--- config.mk ---
export PLATFORM = sky130hd
export DESIGN_NAME = op_seq_ctrl
export DESIGN_NICKNAME = d
export VERILOG_FILES = /design/src/rtl/op_seq_ctrl.sv
export SDC_FILE = /design/constraint.sdc
export NUM_CORES = 1
export LEC_CHECK = 0
export ABC_AREA = 1
export CORE_MARGIN = 5
export CORE_UTILIZATION = 35
export DETAILED_ROUTE_END_ITERATION = 10
export PLACE_DENSITY = 0.63
export SETUP_SLACK_MARGIN = 0.3
export SLEW_MARGIN = 40
export SYNTH_ARGS = -nofsm -noshare
export SYNTH_HDL_FRONTEND = slang
export SYNTH_SLANG_ARGS = --single-unit
--- constraint.sdc ---
create_clock -name clk -period 7.1 [get_ports clk]
set_input_delay 0.71 -clock clk [delete_from_list [all_inputs] [get_ports clk]]
set_output_delay 0.71 -clock clk [all_outputs]
set_load 0.02 [all_outputs]
--- src/rtl/op_seq_ctrl.sv ---
// Operation sequencer: issues a programmed number of operations over valid/ready,
// counts completions and reports raw idle/done status to the output-register stage.
module op_seq_ctrl #(
    parameter int CNT_W = 16
) (
    input  logic             clk,
    input  logic             rst_n,
    input  logic             start_i,
    input  logic [CNT_W-1:0] num_op_i,
    input  logic             abort_i,
    output logic             op_valid_o,
    input  logic             op_ready_i,
    output logic [CNT_W-1:0] op_idx_o,
    input  logic             op_done_i,
    output logic             idle_o,
    output logic             done_o
);

    typedef enum logic [1:0] {
        S_IDLE,
        S_ISSUE,
        S_WAIT,
        S_DONE
    } state_t;

    localparam logic [CNT_W-1:0] ONE = CNT_W'(1);

    state_t           state;
    logic [CNT_W-1:0] total;
    logic [CNT_W-1:0] issue_cnt;
    logic [CNT_W-1:0] cmpl_cnt;

    logic             handshake;
    logic             last_issue;
    logic             cmpl_inc;
    logic [CNT_W-1:0] cmpl_next;
    logic             running;

    assign handshake  = op_valid_o && op_ready_i;
    assign last_issue = (issue_cnt == total - ONE);
    // Completion count saturates at total so stray pulses cannot overrun it.
    assign cmpl_inc   = op_done_i && (cmpl_cnt != total);
    assign cmpl_next  = cmpl_inc ? cmpl_cnt + ONE : cmpl_cnt;
    assign running    = (state == S_ISSUE) || (state == S_WAIT);

    // NOTE: all state and registered outputs use non-blocking assignments so every
    // branch below reads the pre-edge values, independent of statement order.
    always_ff @(posedge clk or negedge rst_n) begin
        if (!rst_n) begin
            state      <= S_IDLE;
            total      <= '0;
            issue_cnt  <= '0;
            cmpl_cnt   <= '0;
            op_valid_o <= 1'b0;
            op_idx_o   <= '0;
            idle_o     <= 1'b1;
            done_o     <= 1'b0;
        end else if (running && abort_i) begin
            // Abort wins over any handshake or completion seen in the same cycle.
            state      <= S_IDLE;
            issue_cnt  <= '0;
            cmpl_cnt   <= '0;
            op_valid_o <= 1'b0;
            op_idx_o   <= '0;
            idle_o     <= 1'b1;
            done_o     <= 1'b0;
        end else begin
            case (state)
                S_IDLE: begin
                    if (start_i) begin
                        idle_o <= 1'b0;
                        if (num_op_i != '0) begin
                            total      <= num_op_i;
                            issue_cnt  <= '0;
                            cmpl_cnt   <= '0;
                            op_valid_o <= 1'b1;
                            op_idx_o   <= '0;
                            state      <= S_ISSUE;
                        end else begin
                            done_o <= 1'b1;
                            state  <= S_DONE;
                        end
                    end
                end

                S_ISSUE: begin
                    cmpl_cnt <= cmpl_next;
                    if (handshake) begin
                        issue_cnt <= issue_cnt + ONE;
                        if (last_issue) begin
                            op_valid_o <= 1'b0;
                            op_idx_o   <= '0;
                            state      <= S_WAIT;
                        end else begin
                            op_idx_o <= issue_cnt + ONE;
                        end
                    end
                end

                S_WAIT: begin
                    cmpl_cnt <= cmpl_next;
                    if (cmpl_next == total) begin
                        done_o <= 1'b1;
                        state  <= S_DONE;
                    end
                end

                S_DONE: begin
                    done_o    <= 1'b0;
                    idle_o    <= 1'b1;
                    issue_cnt <= '0;
                    cmpl_cnt  <= '0;
                    state     <= S_IDLE;
                end

                default: begin
                    state      <= S_IDLE;
                    op_valid_o <= 1'b0;
                    op_idx_o   <= '0;
                    idle_o     <= 1'b1;
                    done_o     <= 1'b0;
                end
            endcase
        end
    end

endmodule
==> results of run 1 <==
## report_power, final
group          internal [W]  switching, W  total [W]
registers          0.000472      0.000113   0.000585
clock network      0.000318      0.000172   0.000490
logic              0.000318      0.000616   0.000934
## cells by family (layout without fill, tap and decap cells)
| group | Yosys count | after routing | synth area share [%] |
|---|---|---|---|
| fa+ha+maj | 8 | 8 | 2.052 |
| compound gates | 88 | 88 | 11.08 |
| buf+inv | 100 | 140 | 8.591 |
| flops | 69 | 69 | 35.42 |
| xor+xnor | 42 | 42 | 7.541 |
| simple gates | 397 | 397 | 35.32 |
## layer usage
metal / vias to the layer above / routed length, um / track usage (%)
li1: 2342 / - / -
met1: 2067 / 6054 / 22.29
met2: 93 / 6215 / 26.56
met3: 17 / 490 / 1.833
met4: 0 / 248 / 5.556
met5: - / 0 / 0
## registers in the layout, indices dropped and copies added, names as in the netlist
signal / count
total: 16
issue_cnt: 16
state: 2
done_o: 1
op_idx_o: 16
op_valid_o: 1
idle_o: 1
cmpl_cnt: 16
## critical path: cells and delay by family
kind / cells / cell delay [ps]
simple gates: 5 / 1890
buf+inv: 2 / 770
compound gates: 3 / 430
## metrics by stage
stage / total power [W] / hold WS, ps / util, %
6_report: 0.002009 / 374.0 / 41.62
3_3_place_gp: 0.001518 / 466.8 / 39.25
2_1_floorplan: 0.001259 / 414.4 / -
4_1_cts: 0.002025 / 417.5 / 41.62
5_1_grt: 0.002180 / 444.3 / 41.62
3_5_place_dp: 0.001527 / 465.5 / 39.30
## layout by cell type, fill, tap and decap left out, drive strengths merged
cell type      count
nor4               4
or2                1
a211oi             1
o22ai             16
a21oi             12
nor2              70
xor2              33
nand3             51
bufinv             2
clkbuf            13
and3b              1
clkinv             3
xnor2              9
dfstp              1
nand4             17
and3               1
nor3              11
inv               80
clkdlybuf4s50     38
a22o               7
ha                 8
buf                4
o21ai             40
nand2            238
a221oi             2
nand3b             3
o21bai             6
o21a               2
dfrtp             68
o211ai             2
## how the worst max path moves through the flow
stage / to / cells after the start / slack, ps / startpoint
final: op_valid_o$_DFFE_PN0P_ / 10 / 3520 / num_op_i[1]
after global routing: op_idx_o[8]$_DFFE_PN0P_ / 11 / 3250 / state[0]$_DFFE_PN0P_
after CTS: op_valid_o$_DFFE_PN0P_ / 10 / 3500 / num_op_i[1]
after detailed placement: op_valid_o$_DFFE_PN0P_ / 10 / 3180 / num_op_i[5]
after global placement: issue_cnt[3]$_DFFE_PN0P_ / 10 / 2980 / num_op_i[0]
after floorplan: op_idx_o[2]$_DFFE_PN0P_ / 12 / 4870 / state[0]$_DFFE_PN0P_
## area by class of cell
type	instances	area (sq um)	area share, %
clock inverters	3	68.82	1.201
well taps	180	225.2	3.929
multi-input cells	535	2739	47.78
clock buffers	13	250.2	4.366
flip-flops and latches	69	1728	30.15
inverters	82	309.0	5.392
repair buffers	42	411.6	7.182
==> qor.txt, run 1 <==
Setup ws final: 3524 ps
Share of layout cells above drive strength 1: 6.989%
Final worst path period share: 50.36%
Relative slew margins: 48.51%
First-pass GRT wire length: 21600 um
Synth Instances: 704
Die Area: 16400 sq um
Congestion Overflow GR: 0
Worst hold-check path type: input port to async pin
Overall global routing resource usage: 16.22%
Synthesized flop and latch total: 69
Fin Setup TNS: 0 ps
Via/cell ratio: 4.891
CP Launch Type: input port
H-tree depth: 3
Post-CTS Setup Inserts: 0
Clk_lat worst skew: 340 ps
Async SR Flop Fraction: 100.0%
Placed Area: 5413 sq um
Vias: 4519
Crit path kind: input port to flip-flop
Row count: 43
Clk Tree Root Cell: clkbuf_16
Largest net degree at the start of global routing: 70
Largest fanout on the critical path: 18
Design area: 5732 sq um
Initial antenna violation count: 0
Top-count cell post-synth: nand2_1
Main synth FF type: dfrtp_1
Max stage delay on crit path: 670 ps
Inserted Clock Buffers: 9
Initial Util: 35.42%
Post_cts resized: 0
Actual slew at the worst max-slew pin: 770.4 ps
Antenna viol nets, final: 0
Post-route non-filler standard cell count: 924
Dpl ws: 3178 ps
CP endpoint kind: flip-flop
Antenna cell count: 0
Crit path cell chain: clkdlybuf4s50_1 > nor4_1 > nand4_1 > nand2_1 > nand2_1 > nand2_1 > a21oi_1 > inv_2 > a21oi_1 > o21ai_0
DRC: 0
Core Region: 13770 sq um
Peak VDD IR: 0.0002544 V
Die width: 128.1 um
Min cycle time layout: 3576 ps
Post-synthesis area per instance: 6.930 sq um
Crit path top cell by count: nand2_1
Placer congestion estimate: 0.8760
Wire per inst: 14.08 um
Synth top area cells: dfrtp_1 35%, nand2_1 18%, xor2_1 5.9%
Cell Area, Synth: 4878 sq um
Max-cap violations: 0
Top post-synthesis cells by count: 235 x nand2_1, 70 x inv_1, 68 x dfrtp_1, 63 x nor2_1, 44 x nand3_1
Share of the synthesized area in the top cell type: 34.88%
IO Count: 41
Final WL: 13010 um
TritonCTS clock tree: done
WP data required: 7350 ps
CTS max path bufs: 2
Synth Warn #: 0
Power Dens Cells: 350.5 nW/um^2
Fmax: 279.7 MHz
Synth area leader: dfrtp_1
Max stage delay cell, worst path: nor4_1
DP HPWL: 9513 um
Clock sink total: 69
Crit path DAT: 3820 ps
Final-stage net count: 769
Cell count after placement: 908
Seq/Total Area, Yosys: 35.42%
Area growth, synth to finish: 17.49%
DR pass1 iterations: 5
Register clock-pin slew on the reported worst setup and hold paths: 60 ps
Die Span Y: 128.1 um
RR Endpoint: issue_cnt[13]$_DFFE_PN0P_
Reg2reg path depth: 11
Port Buffers: 40
R2R setup slack: 3640 ps
Leakage Power: 2.669 nW
RSZ-0062 raised after global routing: no
Syn nets: 734
Yosys cell types: 43
Status: complete, no violations
Final Skew: 6.189 ps
Worst r2r src: state[0]$_DFFE_PN0P_
CTS Hold Bufs: 0
Fillers: 1501
Setup violators final: 0
Number of synthesized flops with an enable pin: 0
Initial DRC Count: 201
Vias in the first global route: 4310
Final Hold Viols: 0
Fin. max-slew vios: 0
(Power assumes the default switching activity.)
==> run 2: changes to the inputs <==
==> constraint.sdc (replaced) <==
create_clock -name clk -period 3.36 [get_ports clk]
set_input_delay 0.336 -clock clk [delete_from_list [all_inputs] [get_ports clk]]
set_output_delay 0.336 -clock clk [all_outputs]
set_load 0.02 [all_outputs]
==> run 2 against run 1 <==
Compared with the run above:
- the run now ends with hold timing left
- worst hold slack worse by 380 ps
- non-clock buffer count is 6 higher
- clock power rose by 95%
- clock-buffer cell count shrank 3
- core utilization rose by 0.26 points
- sequential power grew 110%
- power increased by 110%
- via count is 2.0% higher
- sequential share of layout area shrank 0.19 points
- setup slack got worse by 2900 ps
- register-to-register slack lost 3100 ps
==> qor.txt, run 2 (same netlist as run 1, synthesis figures left out) <==
Placer congestion estimate: 0.8317 (was 0.8760)
CTS max path bufs: 2 (unchanged)
Die Span Y: 128.1 um (unchanged)
Crit path DAT: 3010 ps (was 3820 ps)
Largest net degree at the start of global routing: 70 (unchanged)
Largest fanout on the critical path: 18 (unchanged)
Most frequent cells in the layout: 235 x nand2_1, 70 x inv_1, 68 x dfrtp_1 (unchanged)
Antenna cell count: 0 (unchanged)
Min cycle time layout: 2782 ps
Max stage delay on crit path: 430 ps (was 670 ps)
Commonest non-fill, non-tap cell in the layout: nand2_1 (unchanged)
Actual slew at the worst max-slew pin: 693.3 ps (was 770.4 ps)
Final WL: 13430 um (was 13010 um)
Reg2reg path depth: 14 (was 11)
Final-stage net count: 776 (was 769)
Row count: 43 (unchanged)
Worst hold-check path type: input port to async pin (unchanged)
TritonCTS clock tree: done (unchanged)
Leakage Power: 2.685 nW (was 2.669 nW)
Antenna viol nets, final: 0 (unchanged)
Fin Setup TNS: 0 ps (unchanged)
Share of layout cells above drive strength 1: 8.123% (was 6.989%)
Status: finished, violations left (was complete, no violations)
CP delay by family, top: simple AND/OR/NAND/NOR gates (unchanged)
Port Buffers: 40 (unchanged)
Via/cell ratio: 4.953 (was 4.891)
Max-cap violations: 0 (unchanged)
IO Count: 41 (unchanged)
RR Endpoint: state[0]$_DFFE_PN0P_ (was issue_cnt[13]$_DFFE_PN0P_)
Fin. max-slew vios: 0 (unchanged)
Relative slew margins: 53.35% (was 48.51%)
Failing checks: hold timing
Clk_lat worst skew: 330 ps (was 340 ps)
R2R setup slack: 580 ps (was 3640 ps)
RSZ-0062 raised after global routing: no (unchanged)
Hold_ws: -8.487 ps (was 374.0 ps)
Final Hold Viols: 5 (was 0)
Setup violators final: 0 (unchanged)
Core Region: 13770 sq um (unchanged)
Die width: 128.1 um (unchanged)
Final Util: 41.88% (was 41.62%)
Power Dens Cells: 739.2 nW/um^2 (was 350.5 nW/um^2)
Wire per inst: 14.42 um (was 14.08 um)
First-pass GRT wire length: 22340 um (was 21600 um)
CP Launch Type: flip-flop (was input port)
Area growth, synth to finish: 18.24% (was 17.49%)
Crit path cell chain: inv_2 > ha_1 > nand3_1 > nor2_2 > xor2_1 > nand2_1 > a21oi_1 > nand3_1 > nor2_1 > nand3_2 > a21oi_2 > nand2_2 > nand2_1 > nand2_1 (was clkdlybuf4s50_1 > nor4_1 > nand4_1 > nand2_1 > nand2_1 > nand2_1 > a21oi_1 > inv_2 > a21oi_1 > o21ai_0)
DP HPWL: 9642 um (was 9513 um)
Peak VDD IR: 0.0003170 V (was 0.0002544 V)
DRC: 0 (unchanged)
Cell count after placement: 914 (was 908)
Worst Path Buf+Inv: 1 (was 2)
Overall global routing resource usage: 16.82% (was 16.22%)
CP endpoint kind: flip-flop (unchanged)
Post_cts resized: 0 (unchanged)
CTS Hold Bufs: 0 (unchanged)
Die Area: 16400 sq um (unchanged)
Register area: 1728 sq um (unchanged)
Worst r2r src: total[0]$_DFFE_PN0P_ (was state[0]$_DFFE_PN0P_)
Area of the multi-input gates: 2751 sq um (was 2739 sq um)
Final worst path period share: 82.79%
Initial DRC Count: 259 (was 201)
Inserted Clock Buffers: 9 (unchanged)
Post-route non-filler standard cell count: 931 (was 924)
Post-CTS Setup Inserts: 0 (unchanged)
Initial Util: 35.42% (unchanged)
Register clock-pin slew on the reported worst setup and hold paths: 60 ps (about the same)
Final Skew: 3.170 ps (was 6.189 ps)
Max stage delay cell, worst path: dfrtp_1 (was nor4_1)
H-tree depth: 3 (unchanged)
Clk Tree Root Cell: clkbuf_16 (unchanged)
Initial antenna violation count: 0 (unchanged)
Crit path kind: flip-flop to flip-flop (was input port to flip-flop)
Congestion Overflow GR: 0 (unchanged)
Vias: 4611 (was 4519)
Fmax: 359.5 MHz
DR pass1 iterations: 5 (unchanged)
Crit path top cell by count: nand2_1 (unchanged)
Clock sink total: 69 (unchanged)
Fillers: 1462 (was 1501)
Vias in the first global route: 4650 (was 4310)
WP data required: 3590 ps (was 7350 ps)
-- run 2: layout make-up --
type / count / share of cell area, %
Sequential cell: 69 / 29.96
Clock buffer: 10 / 3.970
Multi-Input combinational cell: 536 / 47.70
Clock inverter: 6 / 1.106
Inverter: 82 / 5.358
Timing Repair Buffer: 48 / 8.004
Tap cell: 180 / 3.905
-- run 2: worst max-delay path by stage --
stage	to	slack [ps]	start	depth (start not counted)
after detailed placement	op_valid_o$_DFFE_PN0P_	420	num_op_i[1]	10
after global routing	op_idx_o[13]$_DFFE_PN0P_	360	state[0]$_DFFE_PN0P_	11
after global placement	issue_cnt[10]$_DFFE_PN0P_	160	num_op_i[13]	11
after floorplan	op_idx_o[2]$_DFFE_PN0P_	1130	state[0]$_DFFE_PN0P_	12
final	state[0]$_DFFE_PN0P_	580	total[0]$_DFFE_PN0P_	14
after CTS	op_idx_o[13]$_DFFE_PN0P_	540	state[0]$_DFFE_PN0P_	11
-- run 2: stage by stage --
| step | power, W | setup WS, ps | cell area [sq um] |
|---|---|---|---|
| after floorplan | 0.002661 | 1128 | 4878 |
| after global placement | 0.003238 | 157.0 | 5451 |
| after detailed placement | 0.003257 | 416.4 | 5463 |
| after CTS | 0.004231 | 540.9 | 5756 |
| after global routing | 0.004644 | 357.3 | 5768 |
| final | 0.004264 | 578.4 | 5768 |
-- run 2: layer usage --
layer  global-route usage [%]  part of all wire [%]
met2                    28.80                    49
met3                    2.250                   2.6
met4                    5.680                   1.8
met1                    21.85                    46
met5                        0                     0
-- run 2: report_power, final --
| group | switching, W | total, W | internal (W) | leakage (nW) |
|---|---|---|---|---|
| sequential | 0.000254 | 0.00125 | 0.000996 | 0.923 |
| combinational | 0.00136 | 0.00206 | 0.000695 | 1.62 |
| clock | 0.000382 | 0.000956 | 0.000574 | 0.138 |
==> run 3: changes to the inputs <==
==> constraint.sdc (replaced) <==
create_clock -name clk -period 2.69 [get_ports clk]
set_input_delay 0.269 -clock clk [delete_from_list [all_inputs] [get_ports clk]]
set_output_delay 0.269 -clock clk [all_outputs]
set_load 0.02 [all_outputs]
==> run 3 against run 2 <==
Compared with the run above:
- the flow now finishes without violations
- global-route usage is 0.10 points lower
- power is 41% higher
- die area stayed put
- combinational power is 60% higher
- clock-buffer cell count is 2 higher
- routed wire length is 6.3% higher
- flip-flop and latch count stayed put
- register-to-register slack worse by 220 ps
- clock skew is 4.6 ps higher
- critical path type unchanged
- critical endpoint unchanged
==> qor.txt, run 3 (same netlist as run 1, synthesis figures left out) <==
Tot Pwr: 0.006002 W (was 0.004264 W)
Relative slew margins: 55.13% (was 53.35%)
Antenna viol nets, final: 0 (unchanged)
Leakage Power: 2.915 nW (was 2.685 nW)
Congestion Overflow GR: 0 (unchanged)
Largest fanout on the critical path: 8 (was 18)
Setup ws final: 354.6 ps (was 578.4 ps)
DRC: 0 (unchanged)
Area growth, synth to finish: 34.14% (was 18.24%)
Worst hold-check path type: flip-flop to flip-flop (was input port to async pin)
Antenna cell count: 0 (unchanged)
Met1 global-route usage: 21.88% (was 21.85%)
Setup violators final: 0 (unchanged)
Status: complete, no violations (was finished, violations left)
Via/cell ratio: 4.984 (was 4.953)
Final-stage net count: 826 (was 776)
Initial antenna violation count: 0 (unchanged)
Die width: 128.1 um (unchanged)
Design area: 6544 sq um (was 5768 sq um)
Crit path kind: flip-flop to flip-flop (unchanged)
GR Util met3: 1.875% (was 2.250%)
Most frequent cells in the layout: 213 x nand2_1, 53 x inv_1, 51 x buf_4 (was 235 x nand2_1, 70 x inv_1, 68 x dfrtp_1)
Commonest non-fill, non-tap cell in the layout: nand2_1 (unchanged)
Overall global routing resource usage: 16.72% (was 16.82%)
IO Count: 41 (unchanged)
Max-cap violations: 0 (unchanged)
Final WL: 14270 um (was 13430 um)
Grt peak-use layer: met2 (unchanged)
Vias: 4889 (was 4611)
Final Skew: 7.745 ps (was 3.170 ps)
Placer congestion estimate: 0.8960 (was 0.8317)
Peak VDD IR: 0.0006184 V (was 0.0003170 V)
Wire per inst: 14.54 um (was 14.42 um)
Initial Util: 35.42% (unchanged)
Row count: 43 (unchanged)
Core Region: 13770 sq um (unchanged)
DP HPWL: 9532 um (was 9642 um)
Vias in the first global route: 4336 (was 4650)
TritonCTS clock tree: done (unchanged)
Die Span Y: 128.1 um (unchanged)
CP endpoint kind: flip-flop (unchanged)
Final Hold Viols: 0 (was 5)
RSZ-0062 raised after global routing: yes (was no)
DR pass1 iterations: 5 (unchanged)
Min cycle time layout: 2335 ps (was 2782 ps)
Fin. max-slew vios: 0 (unchanged)
CP Launch Type: flip-flop (unchanged)
Register clock-pin slew on the reported worst setup and hold paths: 60 ps (about the same)
Power Dens Cells: 917.3 nW/um^2 (was 739.2 nW/um^2)
H-tree depth: 3 (unchanged)
Dpl ws: -268.6 ps (was 416.4 ps)
Final worst path period share: 86.82% (was 82.79%)
Fmax: 428.2 MHz (was 359.5 MHz)
WP data required: 2920 ps (was 3590 ps)
Share of layout cells above drive strength 1: 26.22% (was 8.123%)
Largest net degree at the start of global routing: 70 (unchanged)
Die Area: 16400 sq um (unchanged)
CTS max path bufs: 2 (unchanged)
Port Buffers: 40 (unchanged)
Clk Tree Root Cell: clkbuf_16 (unchanged)
Met2 Usage GRT: 28.13% (was 28.80%)
Initial DRC Count: 280 (was 259)
Inserted Clock Buffers: 9 (unchanged)
Actual slew at the worst max-slew pin: 673.1 ps (was 693.3 ps)
Crit path DAT: 2560 ps (was 3010 ps)
Clk_lat worst skew: 340 ps (was 330 ps)
First-pass GRT wire length: 22070 um (was 22340 um)
Clock sink total: 69 (unchanged)
Placed Area: 5478 sq um (was 5463 sq um)
[run 3: path summary, 6_finish.rpt]
path                                         start               endpoint  slack [ps]  cells after the start
max in group asynchronous                    rst_n  total[15]$_DFFE_PN0P_        1650                      2
setup reg to reg           cmpl_cnt[0]$_DFFE_PN0P_   state[0]$_DFFE_PN0P_         350                     17
hold / removal                  done_o$_DFFE_PN0P_     done_o$_DFFE_PN0P_         470                      2
min in group asynchronous                    rst_n   total[5]$_DFFE_PN0P_         510                      2
setup / recovery           cmpl_cnt[0]$_DFFE_PN0P_   state[0]$_DFFE_PN0P_         350                     17
hold reg to reg                 done_o$_DFFE_PN0P_     done_o$_DFFE_PN0P_         470                      2
[run 3: final cells by class]
cell class / count / area [sq um]
Multi-Input combinational cell: 537 / 3099
Inverter: 82 / 322.8
Fill cell: 1341 / 7229
Sequential cell: 69 / 1758
Clock buffer: 12 / 246.5
Timing Repair inverter: 1 / 5.005
Tap cell: 180 / 225.2
Timing Repair Buffer: 96 / 839.6
Clock inverter: 4 / 47.55
[run 3: where the power goes]
part / leakage (nW) / internal [W] / total [W] / switching, W
Combinational: 1.88 / 0.00125 / 0.00329 / 0.00204
Sequential: 0.889 / 0.00126 / 0.00152 / 0.000250
Clock: 0.143 / 0.000740 / 0.00120 / 0.000458
[run 3: metrics by stage]
stage	cells	util, %	setup TNS (ps)	hold WS [ps]
2_1_floorplan	704	-	0	-26.59
4_1_cts	938	42.58	0	482.6
3_3_place_gp	917	39.74	-9813	463.5
3_5_place_dp	917	39.77	-8007	338.3
6_report	981	47.51	0	472.8
5_1_grt	981	47.51	0	505.8
[run 3: what timing repair did]
action	CTS	global route
endpoints found under the setup margin	52	35
hold endpoints to repair	68	0
cloned	2	1
hold buffers	1	0
buffers inserted	2	42
pin swaps	3	24
resized for setup	14	122
[run 3: critical path, cell delays in order (launching register included)]
cell,delay [ps]
dfrtp_2,460
buf_4,170
xnor2_2,140
nand2_1,70
nor2_1,110
nand2_1,90
nor2_2,150
nor2_4,90
nand2_1,100
nand2_1,60
nand2_1,80
nand2_1,70
nor2_2,120
nand2_2,120
o21ai_4,220
nand2_2,80
nand2_1,60
nand2_1,50
[run 3: per-layer routing]
metal | vias to the layer above | wire, um
met2 | 120 | 7209
met1 | 2274 | 6215
li1 | 2471 | -
met5 | - | 0
met3 | 24 | 507
met4 | 0 | 333
